File: config.mk
export PLATFORM = sky130hd
export DESIGN_NAME = img_stream_ctrl
export DESIGN_NICKNAME = d
export VERILOG_FILES = /design/src/rtl/img_stream_ctrl.sv
export SDC_FILE = /design/constraint.sdc
export NUM_CORES = 1
export LEC_CHECK = 0
export ABC_AREA = 1
export BUFFER_PORTS_ARGS = -buffer_cell sky130_fd_sc_hd__buf_2
export CAP_MARGIN = 20
export CORE_ASPECT_RATIO = 0.8
export CORE_MARGIN = 4
export CORE_UTILIZATION = 53
export CTS_BUF_LIST = sky130_fd_sc_hd__clkbuf_4 sky130_fd_sc_hd__clkbuf_8 sky130_fd_sc_hd__clkbuf_16
export DETAILED_ROUTE_END_ITERATION = 10
export PLACE_DENSITY = 0.76
export SYNTH_ARGS = -nofsm -noshare
export SYNTH_HDL_FRONTEND = slang
export SYNTH_SLANG_ARGS = --single-unit
export TNS_END_PERCENT = 100
File: constraint.sdc
create_clock -name clk -period 2 [get_ports clk]
set_input_delay 0.6 -clock clk [delete_from_list [all_inputs] [get_ports clk]]
set_output_delay 0.6 -clock clk [all_outputs]
set_load 0.02 [all_outputs]
File: src/rtl/img_stream_ctrl.sv
// Frame-read sequencer: walks a synchronous frame memory in raster order and
// streams the pixels through a 4-entry skid FIFO onto a valid/ready bus.
module img_stream_ctrl #(
  parameter int unsigned IMG_W  = 64,
  parameter int unsigned IMG_H  = 64,
  parameter int unsigned ADDR_W = 12
) (
  input  logic              clk,
  input  logic              rst,
  input  logic              start,
  output logic              mem_en,
  output logic [ADDR_W-1:0] mem_addr,
  input  logic [7:0]        mem_rdata,
  input  logic              out_ready,
  output logic [7:0]        bus_out,
  output logic              out_valid,
  output logic              sof,
  output logic              eol,
  output logic              eof,
  output logic              busy,
  output logic              done
);

  localparam int unsigned XW = (IMG_W > 1) ? $clog2(IMG_W) : 1;
  localparam int unsigned YW = (IMG_H > 1) ? $clog2(IMG_H) : 1;
  localparam logic [XW-1:0] X_LAST = XW'(IMG_W - 1);
  localparam logic [YW-1:0] Y_LAST = YW'(IMG_H - 1);

  typedef enum logic [1:0] {S_IDLE, S_RUN, S_DRAIN, S_DONE} state_e;

  typedef struct packed {
    logic       sof;
    logic       eol;
    logic       eof;
    logic [7:0] pix;
  } entry_t;

  state_e            state_q, state_d;
  logic [XW-1:0]     x_q;
  logic [YW-1:0]     y_q;
  logic [ADDR_W-1:0] addr_q;
  logic              inflight_q;
  logic [2:0]        tag_q;
  entry_t            fifo_q [4];
  logic [1:0]        wr_ptr_q, rd_ptr_q;
  logic [2:0]        cnt_q;

  logic   issue_sof, issue_eol, issue_eof;
  logic   pop;
  entry_t head;

  assign issue_sof = (x_q == '0) && (y_q == '0);
  assign issue_eol = (x_q == X_LAST);
  assign issue_eof = issue_eol && (y_q == Y_LAST);

  assign head      = fifo_q[rd_ptr_q];
  assign out_valid = (cnt_q != '0);
  assign pop       = out_valid && out_ready;

  always_comb begin
    state_d = state_q;
    mem_en  = 1'b0;
    case (state_q)
      S_IDLE:  if (start) state_d = S_RUN;
      S_RUN: begin
        // credit: buffered plus in-flight reads never exceed FIFO depth
        mem_en = (cnt_q + {2'b00, inflight_q}) < 3'd4;
        if (mem_en && issue_eof) state_d = S_DRAIN;
      end
      S_DRAIN: if (pop && head.eof) state_d = S_DONE;
      S_DONE:  state_d = S_IDLE;
      default: state_d = S_IDLE;
    endcase
  end

  always_ff @(posedge clk) begin
    if (rst) begin
      state_q    <= S_IDLE;
      addr_q     <= '0;
      x_q        <= '0;
      y_q        <= '0;
      inflight_q <= 1'b0;
      tag_q      <= '0;
      wr_ptr_q   <= '0;
      rd_ptr_q   <= '0;
      cnt_q      <= '0;
    end else begin
      state_q    <= state_d;
      inflight_q <= mem_en;
      if (mem_en) begin
        tag_q  <= {issue_sof, issue_eol, issue_eof};
        addr_q <= issue_eof ? '0 : addr_q + ADDR_W'(1);
        if (issue_eol) begin
          x_q <= '0;
          y_q <= (y_q == Y_LAST) ? '0 : y_q + YW'(1);
        end else begin
          x_q <= x_q + XW'(1);
        end
      end
      if (inflight_q) wr_ptr_q <= wr_ptr_q + 2'd1;
      if (pop)        rd_ptr_q <= rd_ptr_q + 2'd1;
      case ({inflight_q, pop})
        2'b10:   cnt_q <= cnt_q + 3'd1;
        2'b01:   cnt_q <= cnt_q - 3'd1;
        default: cnt_q <= cnt_q;
      endcase
    end
  end

  // read data lands one cycle after issue, paired with the tags captured then
  always_ff @(posedge clk) begin
    if (!rst && inflight_q) fifo_q[wr_ptr_q] <= entry_t'({tag_q, mem_rdata});
  end

  assign mem_addr = addr_q;
  assign bus_out  = out_valid ? head.pix : '0;
  assign sof      = out_valid && head.sof;
  assign eol      = out_valid && head.eol;
  assign eof      = out_valid && head.eof;
  assign busy     = (state_q != S_IDLE);
  assign done     = (state_q == S_DONE);

endmodule

; After elaboration in Yosys (flattened, before gate mapping)
; Memory sizes are Yosys's and may differ from the RTL's. A register that Yosys moved wholly into a read port is not among the register bits.
; Cells that the tools add are included.
[word_totals]
regBits = 37
ramBits = 44
word_cells = 61
memories = 1
[memory_table]
columns = memory, depth, width, read_ports, rd_ports_with_merged_regs, wr, line
row1 = fifo_q, 4, 11, 1, 1, 1, 44  ; entry_t fifo_q [4];
[classes]
add_sub_neg = 8
n_lt_le_gt_ge = 1
n_eq_ne = 10
n_mux = 14
n_reduce_logical = 18
[ops]
columns = operator, n
row1 = "adder 12 x 1 -> 12 bit, second input constant", 1
row2 = "adder 6 x 1 -> 6 bit, second input constant", 2
row3 = "equality test 6 bit, second input constant", 2
row4 = zero test 6 bit, 2
row5 = two-way mux 12 bit, 1
row6 = two-way mux 6 bit, 2
row7 = two-way mux 2 bit, 5
row8 = logical AND 1 bit, 9
row9 = two-way mux 8 bit, 1
row10 = case mux 2 bit (4 select lines), 1
row11 = "equality test 2 bit, second input constant", 3
row12 = "!= test 2 bit, second input constant", 3
row13 = case mux 3 bit (2 select lines), 1
row14 = "adder 2 x 1 -> 2 bit, second input constant", 2
row15 = "equality test 2 x 1 -> 1 bit, second input constant", 2
row16 = nonzero test 2 bit, 2
row17 = adder 3 x 1 -> 3 bit, 1
row18 = "adder 3 x 1 -> 3 bit, second input constant", 1
row19 = "< comparator 3 bit, second input constant", 1
row20 = two-way mux 1 bit, 3
row21 = AND reduction 3 bit, 1
row22 = nonzero test 3 bit, 1
row23 = "subtractor 3 x 1 -> 3 bit, second input constant", 1
row24 = zero test 2 bit, 1
row25 = 2 further kinds, 2

; Logic depth before layout (Yosys ltp)
[depth]
depth_word = 5
depth_mapped = 10
depth_no_buf = 10

; Least setup slack after synthesis
; OpenSTA, ideal clock, no wires.
[synth_path]
kind = input -> register
from = input port rst
to = memory fifo_q[0][0] (netlist name), enable pin
setup_ns = 0.378
t_arrival_ns = 1.565
slack_ns = 0.056
stages = 4
path_cell_list = buf_2 inv_1 nand2_1 nor2_1
[synth_between]
elab_chain_cells = 4
[synth_rtl]
columns = item, line
row1 = "start, declared", 9  ; input logic rst,
row2 = zero test 1 bit, 112  ; if (!rst && inflight_q) fifo_q[wr_ptr_q] <= entry_t'({tag_q, mem_rdata});
row3 = logical AND 1 bit, 112
row4 = two-way mux 1 bit, 112
row5 = two-way mux 1 bit (implied by the code), 112
row6 = "end, declared", 44
; Every way passes these cells.

==> impl_summary.log <==
INFO  metric cp_cell_sequence = buf_12 -> clkinvlp_4 -> nand2_2 -> nand3_2 -> nand2_2 -> nor2_2 -> buf_6
INFO  metric core_area = approximately 7000 um2
INFO  metric post_synth_instance_area = around 3800 um2
INFO  metric fin_nets = approximately 500
INFO  metric postSynthRegisterBits = 83
INFO  metric post-synth-top-area-cell = sky130_fd_sc_hd__edfxtp_1
INFO  metric post_cts_clock_slew_at_the_launch_and_capture_registers_of_the_worst_setup_and_hold_paths = ~0.090 ns
INFO  metric path_class = reg -> out
INFO  metric grt_max_degree = 17
INFO  metric min_path_type = in -> reg
INFO  metric cp_slowest_cell = sky130_fd_sc_hd__dfxtp_4
INFO  metric final_max_slew_viol_count = 0
INFO  metric antenna_found_initial = 0
INFO  metric worst-endpoint-required = between 1 and 1.5 ns
INFO  metric synth_top_cells_by_count = sky130_fd_sc_hd__nor2_1, sky130_fd_sc_hd__nand2_1, sky130_fd_sc_hd__inv_1
INFO  metric rsz_0062_raised_after_global_routing = true
INFO  metric postSynthCellCount = 410
INFO  metric tritoncts = built
INFO  metric cellPowerDensity = 1130 nW/um2
INFO  metric p_total = roughly 5100 uW
INFO  metric route.detailed.vias_per_inst = around 5.2
INFO  metric gr-total-overflow = 0
INFO  metric floorplan.io_pins = 39
INFO  metric dpl_hpwl = ~5000 um
INFO  metric cap_viol_max_count = 0
INFO  metric detailroute.via_count = 2935
INFO  metric core.rowCount = 27
INFO  metric asyncSetResetFlopFracSynth = 0%
INFO  metric setup.worst_path.end_class = output port
INFO  metric postRouteAntennaNets = 0
INFO  metric main_area_contributors_after_synthesis = sky130_fd_sc_hd__edfxtp_1, sky130_fd_sc_hd__dfxtp_1, sky130_fd_sc_hd__nor2_1, sky130_fd_sc_hd__nand2_1, sky130_fd_sc_hd__inv_1
INFO  metric final_min_period_over_clock_period = 107%
INFO  metric run_status = complete, but fails checks
INFO  metric floorplan.die_area = 8500 um2
INFO  metric die_h = 83.2 um
INFO  metric synth.distinct_cells = 38
INFO  metric avgRoutedWirePerCell = 14.1 um
INFO  metric slew-limit-headroom = 76.0%
INFO  metric antenna_cells_inserted = 0
INFO  metric area.sequential = about 2100 um2
INFO  metric synth-edff-count = 44
INFO  metric tritoncts.num_buffers = 9
INFO  metric cts_sinks = 83
INFO  metric ys_seq_area_share = a little under three fifths
INFO  metric arrival = around 1.6 ns
INFO  metric worst_path_largest_cell_delay = ~0.42 ns
INFO  metric dominantRegCellSynth = sky130_fd_sc_hd__edfxtp_1
INFO  metric clk-insertion-delay-late = between 0.3 and 0.4 ns
INFO  metric hold_viol = 0
INFO  metric worstMarginPinSlew = approximately 0.36 ns
INFO  metric grt_pass1_vias = 2855
INFO  metric worst_path_most_repeated_cell = sky130_fd_sc_hd__nand2_2
INFO  metric worst_slack = -0.146 ns
INFO  metric power.leakage = ~0.0018 uW
INFO  metric ys.warnings.count = 0
INFO  metric post-synth-top-area-fraction = between 30% and 40%
INFO  metric clockBufferDepth = 2
INFO  metric gp_routability_congestion = roughly 0.88
INFO  metric fin_skew = just under 0.008 ns
INFO  metric layout.filler_cells = ~570
INFO  metric finalWorstPathRequiredPeriod = between 2 and 2.5 ns
INFO  metric report.final.setup_viol = 11
INFO  metric gr-usage-all-layers = between 10% and 20%
INFO  metric drive_above_1_share = between 20 and 30%
INFO  metric detailedRoute.firstPassIterationCount = 4
INFO  metric postSynthNetCount = around 440
INFO  metric post-synth-top-count-cell = sky130_fd_sc_hd__nor2_1
INFO  metric fp.dieW = between 100 and 150 um
INFO  metric post-route-util = 65.5%
INFO  metric floorplan.initialDensity = a little over half
INFO  metric postSynthAreaPerCell = 9.15 um2
INFO  metric routed_wirelength = approximately 7900 um
INFO  metric area_growth_syn_to_layout = 20.4%
INFO  metric cts-htree-levels = 3
INFO  metric fmaxAchievable = between 0.4 and 0.5 GHz
INFO  metric io_buffers = 38
INFO  metric root_buffer = sky130_fd_sc_hd__clkbuf_8
INFO  metric detail_route.drc_violations = 0
INFO  metric ir_worst_vdd = around 0.63 mV
INFO  metric drt_iter0_markers = about 180
INFO  metric violations = negative setup slack
INFO  metric worstPathMaxFanout = 5
INFO  metric timing.critical_path.from_type = flip-flop
INFO  metric pre_cts_ws = roughly 0.022 ns
INFO  metric worst-r2r-setup-slack = 0.25 ns
INFO  metric grt_pass1_wl = ~13000 um
INFO  metric multi_input_comb_area = approximately 1500 um2
-- power breakdown --
part / switching (uW) / internal (uW) / leakage (uW) / total (uW)
combinational: 1210 / 781 / 0.000955 / 1990
clock: 585 / 444 / 0.0000849 / 1030
sequential: 141 / 1950 / 0.000719 / 2090
-- path summary, 6_finish.rpt --
check,start,end,cells after the start
worst min register to register,cnt_q[0],cnt_q[0],1
worst max-delay path,flip-flop,eof,7
worst max register to register,y_q[0],mem_addr[8],10
worst min-delay path,mem_rdata[1],fifo_q[0][1],1
-- repair_timing --
| item | CTS | global route |
|---|---|---|
| cloned | 5 | 1 |
| buffers inserted | 2 | 6 |
| resized for setup | 47 | 29 |
| hold buffers | 0 | 0 |
| setup endpoints to repair | 12 | 12 |
| pin swaps | 2 | 9 |
-- registers in the layout, summed over array words and instances (netlist names), named ones only --
name        cells
fifo_q         44
mem_addr       12
x_q             6
y_q             6
cnt_q           3
tag_q           3
rd_ptr_q        2
state_q         2
wr_ptr_q        2
inflight_q      1
-- cell families (layout without fill, tap and decap cells) --
kind of cell / after synthesis / in the layout / synth area share, %
DFF: 83 / 83 / 56.0
xor gates and xnor gates: 1 / 1 / 0.234
buffers and inverters: 60 / 127 / 6.57
and+or+nand+nor: 177 / 177 / 21.3
adders and majority gates: 15 / 15 / 5.20
AOI/OAI and AO/OA: 74 / 74 / 10.6
-- metal layers --
metal	wire [um]	vias to the layer above	GRT usage (%)
met5	0	-	0
met3	549	8	5.96
met2	3800	78	31.5
met4	94	0	6.44
li1	-	1483	-
met1	3500	1366	25.5
-- cells in the final DEF (no fill, tap or decap), types with 12 or more instances in the layout --
| master | Yosys | final |
|---|---|---|
| sky130_fd_sc_hd__nand2_1 | 63 | 60 |
| sky130_fd_sc_hd__ha_1 | 14 | 13 |
| sky130_fd_sc_hd__buf_2 | 3 | 26 |
| sky130_fd_sc_hd__nor2_1 | 68 | 62 |
| sky130_fd_sc_hd__o21ai_0 | 31 | 12 |
| sky130_fd_sc_hd__o21ai_1 | 2 | 18 |
| sky130_fd_sc_hd__dfxtp_1 | 39 | 33 |
| sky130_fd_sc_hd__edfxtp_1 | 44 | 44 |
| sky130_fd_sc_hd__a21oi_1 | 33 | 31 |
| sky130_fd_sc_hd__buf_4 | 0 | 24 |
| sky130_fd_sc_hd__inv_1 | 47 | 42 |
| sky130_fd_sc_hd__nand3_1 | 18 | 17 |
-- stage by stage --
stage	TNS (ns)	hold WS, ns	instances	cell area [um2]
floorplan	0	0.436	410	3750
global placement	0	0.451	535	4080
finish	-0.794	0.459	564	4520
detailed placement	0	0.465	535	4080
CTS	-1.16	0.439	558	4430
global route	-1.85	0.445	564	4520
-- critical path: cells and delay by family (launching register included) --
kind | cells | cell delay, ns
DFF | 1 | 0.42
buffers and inverters | 3 | 0.45
and+or+nand+nor | 4 | 0.33
-- cell type report --
cell class,instances,area share [%]
flip-flops and latches,83,46.9
well taps,87,2.41
multi-input cells,267,32.6
clock inverters,7,0.997
inverters,50,4.68
repair inverters,5,0.776
repair buffers,56,8.95
clock buffers,9,2.74
(Power assumes the default switching activity.)
